`src/rtl/lcd_adc_pkg.sv`:
```
// Shared state encoding, LCD constants and digit helpers for the ADC-to-LCD display sequencer.
package lcd_adc_pkg;

   typedef enum logic [2:0] {IDLE, LATCH, CONV, CMD, D3, D2, D1, D0} state_e;

   localparam logic [7:0] LCD_LINE1   = 8'h80;
   localparam logic [7:0] LCD_LINE2   = 8'hC0;
   localparam logic [7:0] ASCII_ZERO  = 8'h30;
   localparam logic [7:0] ASCII_SPACE = 8'h20;
   localparam logic       RS_CMD      = 1'b0;
   localparam logic       RS_DATA     = 1'b1;
   localparam int         ADC_W       = 12;

   function automatic logic [3:0] bcd_adjust(input logic [3:0] nib);
      logic [3:0] res;
      if (nib >= 4'd5) begin
         res = nib + 4'd3;
      end else begin
         res = nib;
      end
      return res;
   endfunction

   function automatic logic [8:0] char_word(input logic [3:0] digit, input logic blank);
      logic [8:0] res;
      if (blank) begin
         res = {RS_DATA, ASCII_SPACE};
      end else begin
         res = {RS_DATA, ASCII_ZERO + {4'h0, digit}};
      end
      return res;
   endfunction

endpackage

```
`src/rtl/lcd_adc_scheduler_bcd_iter.sv`:
```
// adc_bcd_iter: 12-cycle shift-add-3 binary to BCD converter; the caller pulses start and
// watches done, which flags the final iteration (bcd is complete from the following cycle).
module adc_bcd_iter
   import lcd_adc_pkg::*;
(
   input  logic             clk,
   input  logic             rst_n,
   input  logic             start,
   input  logic [ADC_W-1:0] bin,
   output logic             done,
   output logic [15:0]      bcd
);

   localparam logic [3:0] ITER_END  = 4'(ADC_W);
   localparam logic [3:0] ITER_LAST = 4'(ADC_W - 1);

   logic [ADC_W-1:0] bin_q, bin_d;
   logic [15:0]      bcd_q, bcd_d;
   logic [3:0]       cnt_q, cnt_d;
   logic [15:0]      adj_s;

   // Next-state for the shift register: load on start, then one adjust+shift per cycle.
   always_comb begin
      adj_s = {bcd_adjust(bcd_q[15:12]), bcd_adjust(bcd_q[11:8]),
               bcd_adjust(bcd_q[7:4]),   bcd_adjust(bcd_q[3:0])};
      bin_d = bin_q;
      bcd_d = bcd_q;
      cnt_d = cnt_q;
      if (start) begin
         bin_d = bin;
         bcd_d = 16'h0000;
         cnt_d = 4'd0;
      end else if (cnt_q < ITER_END) begin
         bcd_d = {adj_s[14:0], bin_q[ADC_W-1]};
         bin_d = {bin_q[ADC_W-2:0], 1'b0};
         cnt_d = cnt_q + 4'd1;
      end else begin
         cnt_d = cnt_q;
      end
   end

   // Converter registers; the counter parks at ITER_END when idle.
   always_ff @(posedge clk or negedge rst_n) begin
      if (!rst_n) begin
         bin_q <= {ADC_W{1'b0}};
         bcd_q <= 16'h0000;
         cnt_q <= ITER_END;
      end else begin
         bin_q <= bin_d;
         bcd_q <= bcd_d;
         cnt_q <= cnt_d;
      end
   end

   assign done = (cnt_q == ITER_LAST);
   assign bcd  = bcd_q;

endmodule

```
`src/rtl/lcd_adc_scheduler.sv`:
```
// lcd_adc_scheduler: round-robin ADC channel readout to LCD words over valid/ready.
// Optional build macro LCD_LEADING_ZERO_BLANK_EN replaces leading zeros (D3..D1) with spaces.
module lcd_adc_scheduler
   import lcd_adc_pkg::*;
#(
   parameter int NUM_CH      = 8,
   parameter int REFRESH_CYC = 2_500_000
)(
   input  logic                    clk_50,
   input  logic                    rst_n,
   input  logic [NUM_CH*ADC_W-1:0] adc_data,
   output logic [8:0]              lcd_word,
   output logic                    lcd_valid,
   input  logic                    lcd_ready,
   output logic                    busy,
   output logic [2:0]              ch_idx
);

   localparam int               CNT_W    = $clog2(REFRESH_CYC);
   localparam logic [CNT_W-1:0] CNT_LAST = CNT_W'(REFRESH_CYC - 1);
   localparam logic [2:0]       CH_LAST  = 3'(NUM_CH - 1);

   state_e           state_q, state_d;
   logic [2:0]       ch_q, ch_d;
   logic             pending_q, pending_d;
   logic [CNT_W-1:0] refresh_q, refresh_d;
   logic [8:0]       word_q, word_d;
   logic             valid_q, valid_d;
   logic             busy_q, busy_d;

   logic             tick_s, xfer_s, start_s, conv_done_s;
   logic [ADC_W-1:0] sample_s;
   logic [15:0]      bcd_s;
   logic [7:0]       cmd_addr_s;
   logic             blank3_s, blank2_s, blank1_s;

   assign tick_s   = (refresh_q == CNT_LAST);
   assign xfer_s   = valid_q && lcd_ready;
   assign start_s  = (state_q == LATCH);
   assign sample_s = adc_data[int'(ch_q)*ADC_W +: ADC_W];

   adc_bcd_iter u_bcd (
      .clk   (clk_50),
      .rst_n (rst_n),
      .start (start_s),
      .bin   (sample_s),
      .done  (conv_done_s),
      .bcd   (bcd_s)
   );

`ifdef LCD_LEADING_ZERO_BLANK_EN
   assign blank3_s = (bcd_s[15:12] == 4'd0);
   assign blank2_s = blank3_s && (bcd_s[11:8] == 4'd0);
   assign blank1_s = blank2_s && (bcd_s[7:4] == 4'd0);
`else
   assign blank3_s = 1'b0;
   assign blank2_s = 1'b0;
   assign blank1_s = 1'b0;
`endif

   assign cmd_addr_s = ((ch_d < 3'd4) ? LCD_LINE1 : LCD_LINE2) | {3'b000, ch_d[1:0], 2'b00};

   // Sequencer next state, refresh counter and one-deep pending frame request.
   always_comb begin
      state_d   = state_q;
      ch_d      = ch_q;
      refresh_d = tick_s ? {CNT_W{1'b0}} : refresh_q + CNT_W'(1);
      if (tick_s && (state_q != IDLE)) begin
         pending_d = 1'b1;
      end else begin
         pending_d = pending_q;
      end
      case (state_q)
         IDLE: begin
            if (tick_s || pending_q) begin
               state_d   = LATCH;
               ch_d      = 3'd0;
               pending_d = 1'b0;
            end else begin
               state_d = IDLE;
            end
         end
         LATCH:   state_d = CONV;
         CONV:    state_d = conv_done_s ? CMD : CONV;
         CMD:     state_d = xfer_s ? D3 : CMD;
         D3:      state_d = xfer_s ? D2 : D3;
         D2:      state_d = xfer_s ? D1 : D2;
         D1:      state_d = xfer_s ? D0 : D1;
         D0: begin
            if (!xfer_s) begin
               state_d = D0;
            end else if (ch_q != CH_LAST) begin
               state_d = LATCH;
               ch_d    = ch_q + 3'd1;
            end else begin
               // A request seen during the frame (or on its last cycle) restarts without idling.
               ch_d      = 3'd0;
               state_d   = (pending_q || tick_s) ? LATCH : IDLE;
               pending_d = 1'b0;
            end
         end
         default: state_d = IDLE;
      endcase
   end

   // Registered output words: a new word is loaded only on entry to an output state.
   always_comb begin
      valid_d = (state_d inside {CMD, D3, D2, D1, D0});
      busy_d  = (state_d != IDLE);
      word_d  = word_q;
      if (state_d != state_q) begin
         case (state_d)
            CMD:     word_d = {RS_CMD, cmd_addr_s};
            D3:      word_d = char_word(bcd_s[15:12], blank3_s);
            D2:      word_d = char_word(bcd_s[11:8], blank2_s);
            D1:      word_d = char_word(bcd_s[7:4], blank1_s);
            D0:      word_d = char_word(bcd_s[3:0], 1'b0);
            default: word_d = word_q;
         endcase
      end else begin
         word_d = word_q;
      end
   end

   // Sequencer and output registers.
   always_ff @(posedge clk_50 or negedge rst_n) begin
      if (!rst_n) begin
         state_q   <= IDLE;
         ch_q      <= 3'd0;
         pending_q <= 1'b0;
         refresh_q <= {CNT_W{1'b0}};
         word_q    <= 9'h000;
         valid_q   <= 1'b0;
         busy_q    <= 1'b0;
      end else begin
         state_q   <= state_d;
         ch_q      <= ch_d;
         pending_q <= pending_d;
         refresh_q <= refresh_d;
         word_q    <= word_d;
         valid_q   <= valid_d;
         busy_q    <= busy_d;
      end
   end

   assign lcd_word  = word_q;
   assign lcd_valid = valid_q;
   assign busy      = busy_q;
   assign ch_idx    = ch_q;

endmodule

```
`config.mk`:
```
export PLATFORM = sky130hd
export DESIGN_NAME = lcd_adc_scheduler
export DESIGN_NICKNAME = d
export VERILOG_FILES = /design/src/rtl/lcd_adc_pkg.sv /design/src/rtl/lcd_adc_scheduler_bcd_iter.sv /design/src/rtl/lcd_adc_scheduler.sv
export SDC_FILE = /design/constraint.sdc
export NUM_CORES = 1
export LEC_CHECK = 0
export ABC_AREA = 1
export CAP_MARGIN = 25
export CORE_MARGIN = 2
export CORE_UTILIZATION = 30
export CTS_BUF_LIST = sky130_fd_sc_hd__clkbuf_8
export DETAILED_ROUTE_END_ITERATION = 16
export SLEW_MARGIN = 10
export SYNTH_ARGS = -nofsm -noshare
export SYNTH_HDL_FRONTEND = slang
export SYNTH_HIERARCHICAL = 1
export SYNTH_SLANG_ARGS = --single-unit
```
`constraint.sdc`:
```
create_clock -name clk_50 -period 2.1 [get_ports clk_50]
set_clock_uncertainty 0.15 [all_clocks]
set_input_delay 0.42 -clock clk_50 [delete_from_list [all_inputs] [get_ports clk_50]]
set_output_delay 0.42 -clock clk_50 [all_outputs]
set_load 0.01 [all_outputs]
```
# After elaboration in Yosys (flattened, before gate mapping)
# Index checks and enable logic that the tools add are counted.
word_totals:
  register_bits: 72
  input_bits: 99
  wordCells: 86
op_classes:
  add_sub_neg: 11
  mul: 1
  order_cmp: 6
  n_eq_ne: 16
  shift: 1
  muxes: 31
  n_bitwise: 1
  reduce_logical: 9
op_table:
  columns: ["op", "n"]
  rows:
  - ["$shiftx 96x8->12", 1]
  - ["$pmux 9 s5", 1]
  - ["$mux 16", 2]
  - ["$add 6x4->7 const A", 4]
  - ["$eq 3x3->1 const B", 8]
  - ["$mux 12", 2]
  - ["$pmux 3 s8", 1]
  - ["$add 22x1->22 const B", 1]
  - ["$eq 22x22->1 const B", 1]
  - ["$mux 22", 1]
  - ["$mux 3", 7]
  - ["$mux 4", 5]
  - ["$ge 4x3->1 const B", 4]
  - ["$add 4x2->4 const B", 3]
  - ["$eq 3x2->1 const B", 3]
  - ["$mux 1", 8]
  - ["$or 8x4->8", 1]
  - ["$mux 7", 1]
  - ["$pmux 3 s2", 1]
  - ["$reduce_bool 3->1", 2]
  - ["$mul 3x2->5 const B", 1]
  - ["$reduce_bool 5->1", 1]
  - ["$add 4x1->4 const B", 1]
  - ["$eq 4x4->1 const B", 1]
  - ["other kinds (14)", 15]

# Logic depth before layout (Yosys ltp)
depth:
  depth_word: 9
  ltp_mapped: 14
  depth_no_buf: 14

# Modules after synthesis
# Netlist, hierarchy kept.
modules_own_cells:
  columns: ["mod", "n_inst", "cells_per_inst", "area_each_um2"]
  rows:
  - ["lcd_adc_scheduler", 1, 462, 3010.4]
  - ["adc_bcd_iter", 1, 218, 1731.7]

# Worst setup path after synthesis
# No wires, ideal clock.
synth_timing:
  path_type: "register -> register"
  start: "reg ch_q[1], in the netlist ch_idx[1]"
  end: "reg word_q[7], in the netlist lcd_word[7]"
  setup_time_ns: 0.119
  t_arrival_ns: 1.794
  path_slack_ns: 0.037
  stages_incl_launch_ff: 13
  n_path_buf: 0
  synth_period_minus_slack_ns: 2.063
  path_cell_list: "dfrtp_1 -> ha_1 -> ha_1 -> inv_1 -> nor2_1 -> nand3_2 -> nand3_4 -> nand2_4 -> nand2_1 -> nand3b_1 -> nand2_4 -> inv_2 -> o21a_1"
synth_between:
  elab_chain_len: 7
  word_cells_on_any_way: 13
  classes_between: "7 x eq/ne; 4 x mux; 2 x reduce/logical"
synth_rtl:
  columns: ["item", "line_no", "rtl"]
  rows:
  - ["start: declaration", "lcd_adc_scheduler.sv:24", "logic [2:0] ch_q, ch_d;"]
  - ["start signal: assignment", "lcd_adc_scheduler.sv:137", "ch_q <= ch_d;"]
  - ["$ne 3x3->1 (*)", "lcd_adc_scheduler.sv:92", "end else if (ch_q != CH_LAST) begin"]
  - ["$mux 3 (*)", "lcd_adc_scheduler.sv:92", null]
  - ["$mux 3 (*)", "lcd_adc_scheduler.sv:90", "if (!xfer_s) begin"]
  - ["$pmux 3 s8 (*)", "lcd_adc_scheduler.sv:73", "case (state_q)"]
  - ["via state_d[0]", "lcd_adc_scheduler.sv:23", "state_e state_q, state_d;"]
  - ["$eq 3x2->1 or $eq 3x3->1 (tied branches)", "lcd_adc_scheduler.sv:112", "case (state_d)"]
  - ["$reduce_bool 5->1 (no line)", null, null]
  - ["$reduce_and 2->1 (no line)", null, null]
  - ["end signal: assignment", "lcd_adc_scheduler.sv:140", "word_q <= word_d;"]
  - ["end: declaration", "lcd_adc_scheduler.sv:27", "logic [8:0] word_q, word_d;"]
# The timed path passes the listed nets; every way through them passes the cells marked *.
# A chain may end at the register's enable or synchronous reset.

# Worst setup path in the final report
layout_timing:
  start: "reg u_bcd.cnt_q[1]"
  end: "reg word_q[7], in the netlist lcd_word[7]"
layout_between:
  elab_chain_len: 6
  word_cells_on_any_way: 12
  classes_between: "7 x eq/ne; 3 x mux; 2 x reduce/logical"
layout_rtl:
  columns: ["item", "line_no", "rtl"]
  rows:
  - ["start: declaration", "lcd_adc_scheduler_bcd_iter.sv:19", "logic [3:0] cnt_q, cnt_d;"]
  - ["start signal: assignment", "lcd_adc_scheduler_bcd_iter.sv:51", "cnt_q <= cnt_d;"]
  - ["$eq 4x4->1 (*)", "lcd_adc_scheduler_bcd_iter.sv:55", "assign done = (cnt_q == ITER_LAST);"]
  - ["via conv_done_s", "lcd_adc_scheduler.sv:31", "logic tick_s, xfer_s, start_s, conv_done_s;"]
  - ["$mux 1 (*)", "lcd_adc_scheduler.sv:84", "CONV: state_d = conv_done_s ? CMD : CONV;"]
  - ["$pmux 3 s8 (*)", "lcd_adc_scheduler.sv:73", null]
  - ["via state_d[0]", "lcd_adc_scheduler.sv:23", null]
  - ["$eq 3x2->1 or $eq 3x3->1 (tied branches)", "lcd_adc_scheduler.sv:112", null]
  - ["$reduce_bool 5->1 (no line)", null, null]
  - ["$reduce_and 2->1 (no line)", null, null]
# Marked as above.

==> flow_summary.toml <==
[min_path]
holdCritPathClass = "in -> async"

[die]
die_w_um = 130
start_util = 0.310
core-area_sq_mm = 0.0153
pin_count = 113
row_count = 45
die_h_um = 130
die_area_sq_mm = 0.0168

[layout]
final_area_sq_mm = 0.00699
finalNetCount = 952
n_antenna_cell = 0
final_cells = 1057
area_growth_pct = 47.5
nFillCells = 1567
drive_gt1_frac = 0.184

[critical_path]
required_ns = 2.21
crit_path_frequent_cell = "nand2_4"
startpoint_type = "register"
crit_fanout = 6
crit_chain = "ha_2, nor3b_2, o21ai_1, nor2_1, a21oi_4, nand2_4, nand2_2, nand3b_1, nand2_4, inv_2, o21a_1"
worstSetupPathType = "reg -> reg"
arrival_ns = 2.20
cp_top_family = "simple AND/OR/NAND/NOR gates"
slowest_stage = "dfrtp_1"
critPathMaxStageDelay_ns = 0.40
cp.buffers_inverters = 1
endpoint_kind = "register"

[global_routing]
antenna_found_initial = 0
grt_pass1_vias = 4769
overflow = 0
groute.usage.overall = 0.181
grt_max_degree = 50
grt_pass1_wl_um = 24100

[synth]
synth_fp_nets = 791
ys.flop_type = "dfrtp_1"
seq_area_frac_synth = 0.370
synth.avg_cell_area_sq_um = 6.97
yosys_warnings = 6
synth.most_common_cell = "nand2_1"
synth_edf_count = 0
synthCells = 680
yosysUniqueCellTypes = 47
synth_common_cells = "nand2_1 (145), nor2_1 (120), dfrtp_1 (68), o21ai_0 (67), inv_1 (66)"
synth_area_sq_mm = 0.00474
synth_seq_cells = 70
netlist_top_cells_area = "dfrtp_1 (36%), nand2_1 (11%), nor2_1 (9.5%), o21ai_0 (7.1%), inv_1 (5.2%)"
yosysTopAreaCellShare = 0.359
synthArstFlopShare = 1.00
yosysTopAreaCell = "dfrtp_1"

[flow_run]
maxCapViolCount = 0

[clock_network]
clkSinkCount = 70
clk_pin_slew_ns = 0.08
h-tree-depth = 3
clk_latency_ns = 0.36
cts_tree = "done"
cts.path.max_buffers = 2
cts_buffers = 9
root_buffer = "clkbuf_8"

[timing]
layout_setup_ws_ns = 0.0112
whs_ns = 0.310
fin_crit_ns = 2.09
setup_viol = 0
finalHoldViolations = 0
tightest_slew_ns = 0.426
grt_setup_unrepaired = "true"
max_freq_mhz = 479
finalMaxSlewViolations = 0
timing.final.crit_share = 0.995
slew_headroom = 0.716

[run_status]
status = "complete, no violations"

[place]
dp_hpwl_um = 11000
pre_cts_ws_ns = -0.224
dp_cells = 1027
routabilityCongestion = 0.847
postPlaceCellArea_sq_mm = 0.00643
io_buffers = 112

[routing]
drt-initial-drc-count = 356
dr.pass1.iters = 7
ant_nets = 0
drcViolationCount = 0
post_drt_wl_per_cell_um = 14.0
via_count = 4953
wirelength_um = 14800
viasPerCell = 4.69

[power]
switching_power_mw = 3.75
p_clk_frac = 0.155
power_frac_comb = 0.590
power_frac_seq = 0.254
p_leak_nw = 3.23
intPower_mw = 4.78
ir_drop_uv = 490
switching_share = 0.439
totalPowerFinal_mw = 8.53
power_density_mw_per_mm2 = 1220
[layout by cell type (no fill, tap or decap), types with 3 or more instances in the layout]
cell / synthesis / final
dfrtp_1: 68 / 67
clkdlybuf4s50_1: 0 / 110
clkbuf_8: 0 / 9
o22ai_1: 14 / 14
nor2_1: 120 / 112
buf_12: 0 / 4
nand3_1: 37 / 37
nand4_1: 16 / 16
nor2_4: 0 / 7
inv_1: 66 / 66
buf_6: 1 / 5
nand3b_1: 3 / 3
nand2_2: 3 / 16
a31oi_1: 14 / 13
o21ai_1: 7 / 7
o211ai_1: 5 / 5
clkinvlp_4: 0 / 3
ha_1: 12 / 10
nand2_1: 145 / 132
a21oi_1: 14 / 13
bufinv_16: 0 / 3
nor2_2: 9 / 10
o21ai_0: 67 / 66
xor2_1: 3 / 3
o22ai_2: 4 / 4
buf_4: 4 / 53
inv_2: 12 / 12
nand3_4: 1 / 5
nor3_1: 4 / 4
[path summary, 6_finish.rpt]
kind,startpoint,end,slack [ns],cells after the start
setup / recovery,u_bcd/cnt_q[1]$_DFFE_PN0P_,lcd_word[7]$_DFFE_PN0P_,0.01,11
min in group clk_50,u_bcd/bin_q[4]$_DFFE_PN0P_,u_bcd/bin_q[5]$_DFFE_PN0P_,0.33,2
hold reg to reg,u_bcd/bin_q[4]$_DFFE_PN0P_,u_bcd/bin_q[5]$_DFFE_PN0P_,0.33,2
max in group asynchronous,rst_n,u_bcd/bcd[13]$_DFFE_PN0P_,1.00,3
setup reg to reg,u_bcd/cnt_q[1]$_DFFE_PN0P_,lcd_word[7]$_DFFE_PN0P_,0.01,11
hold / removal,rst_n,state_q[0]$_DFF_PN0_,0.31,2
[what timing repair did]
action	CTS	global route
endpoints found under the hold margin	11	0
gates resized for setup	4	45
cloned	1	1
setup endpoints to repair	8	34
buffers inserted	1	10
hold buffers	1	0
pin swaps	2	14
[area by class of cell]
type                       count  area (sq um)  area share
clock buffer                   9           124      0.0177
clock inverter                 7           114      0.0163
inverter                      80           307      0.0438
multi-input combinational    504          2710       0.388
sequential                    70          1760       0.251
tap                          211           264      0.0378
timing repair buffer         176          1720       0.245
[metal layers]
metal,part of all wire,global-route usage
met5,0,0
met2,0.49,0.302
met3,0.027,0.0349
met1,0.47,0.247
met4,0.013,0.0354
[power by group through the flow]
stage	clock (mW)	combinational (mW)	sequential, mW
floorplan	0	2.99	2.13
finish	1.33	5.04	2.17
CTS	1.36	4.81	2.16
detailed placement	0	4.71	2.17
global placement	0	4.68	2.18
global route	1.43	5.62	2.24
[flip-flops by register name, indices dropped and copies added, names as in the netlist]
signal and flops:
refresh_q 22, u_bcd/bcd 16, u_bcd/bin_q 12, lcd_word 7
u_bcd/cnt_q 4, ch_idx 3, state_q 3, busy 1
lcd_valid 1, pending_q 1
[cells by family after synthesis]
family,Yosys count,share of synthesized area
AOI/OAI and AO/OA,134,0.168
xor gates and xnor gates,4,0.00897
adders and majority gates,12,0.0317
buffers and inverters,106,0.0900
DFF,70,0.370
and+or+nand+nor,354,0.332
[metrics by stage]
step,utilization,TNS (ns)
6_report,0.457,0
5_1_grt,0.457,-0.567
4_1_cts,0.440,0
3_5_place_dp,0.420,-1.41
3_3_place_gp,0.420,-1.24
2_1_floorplan,-,0
Power figures use the tool's default switching activity.
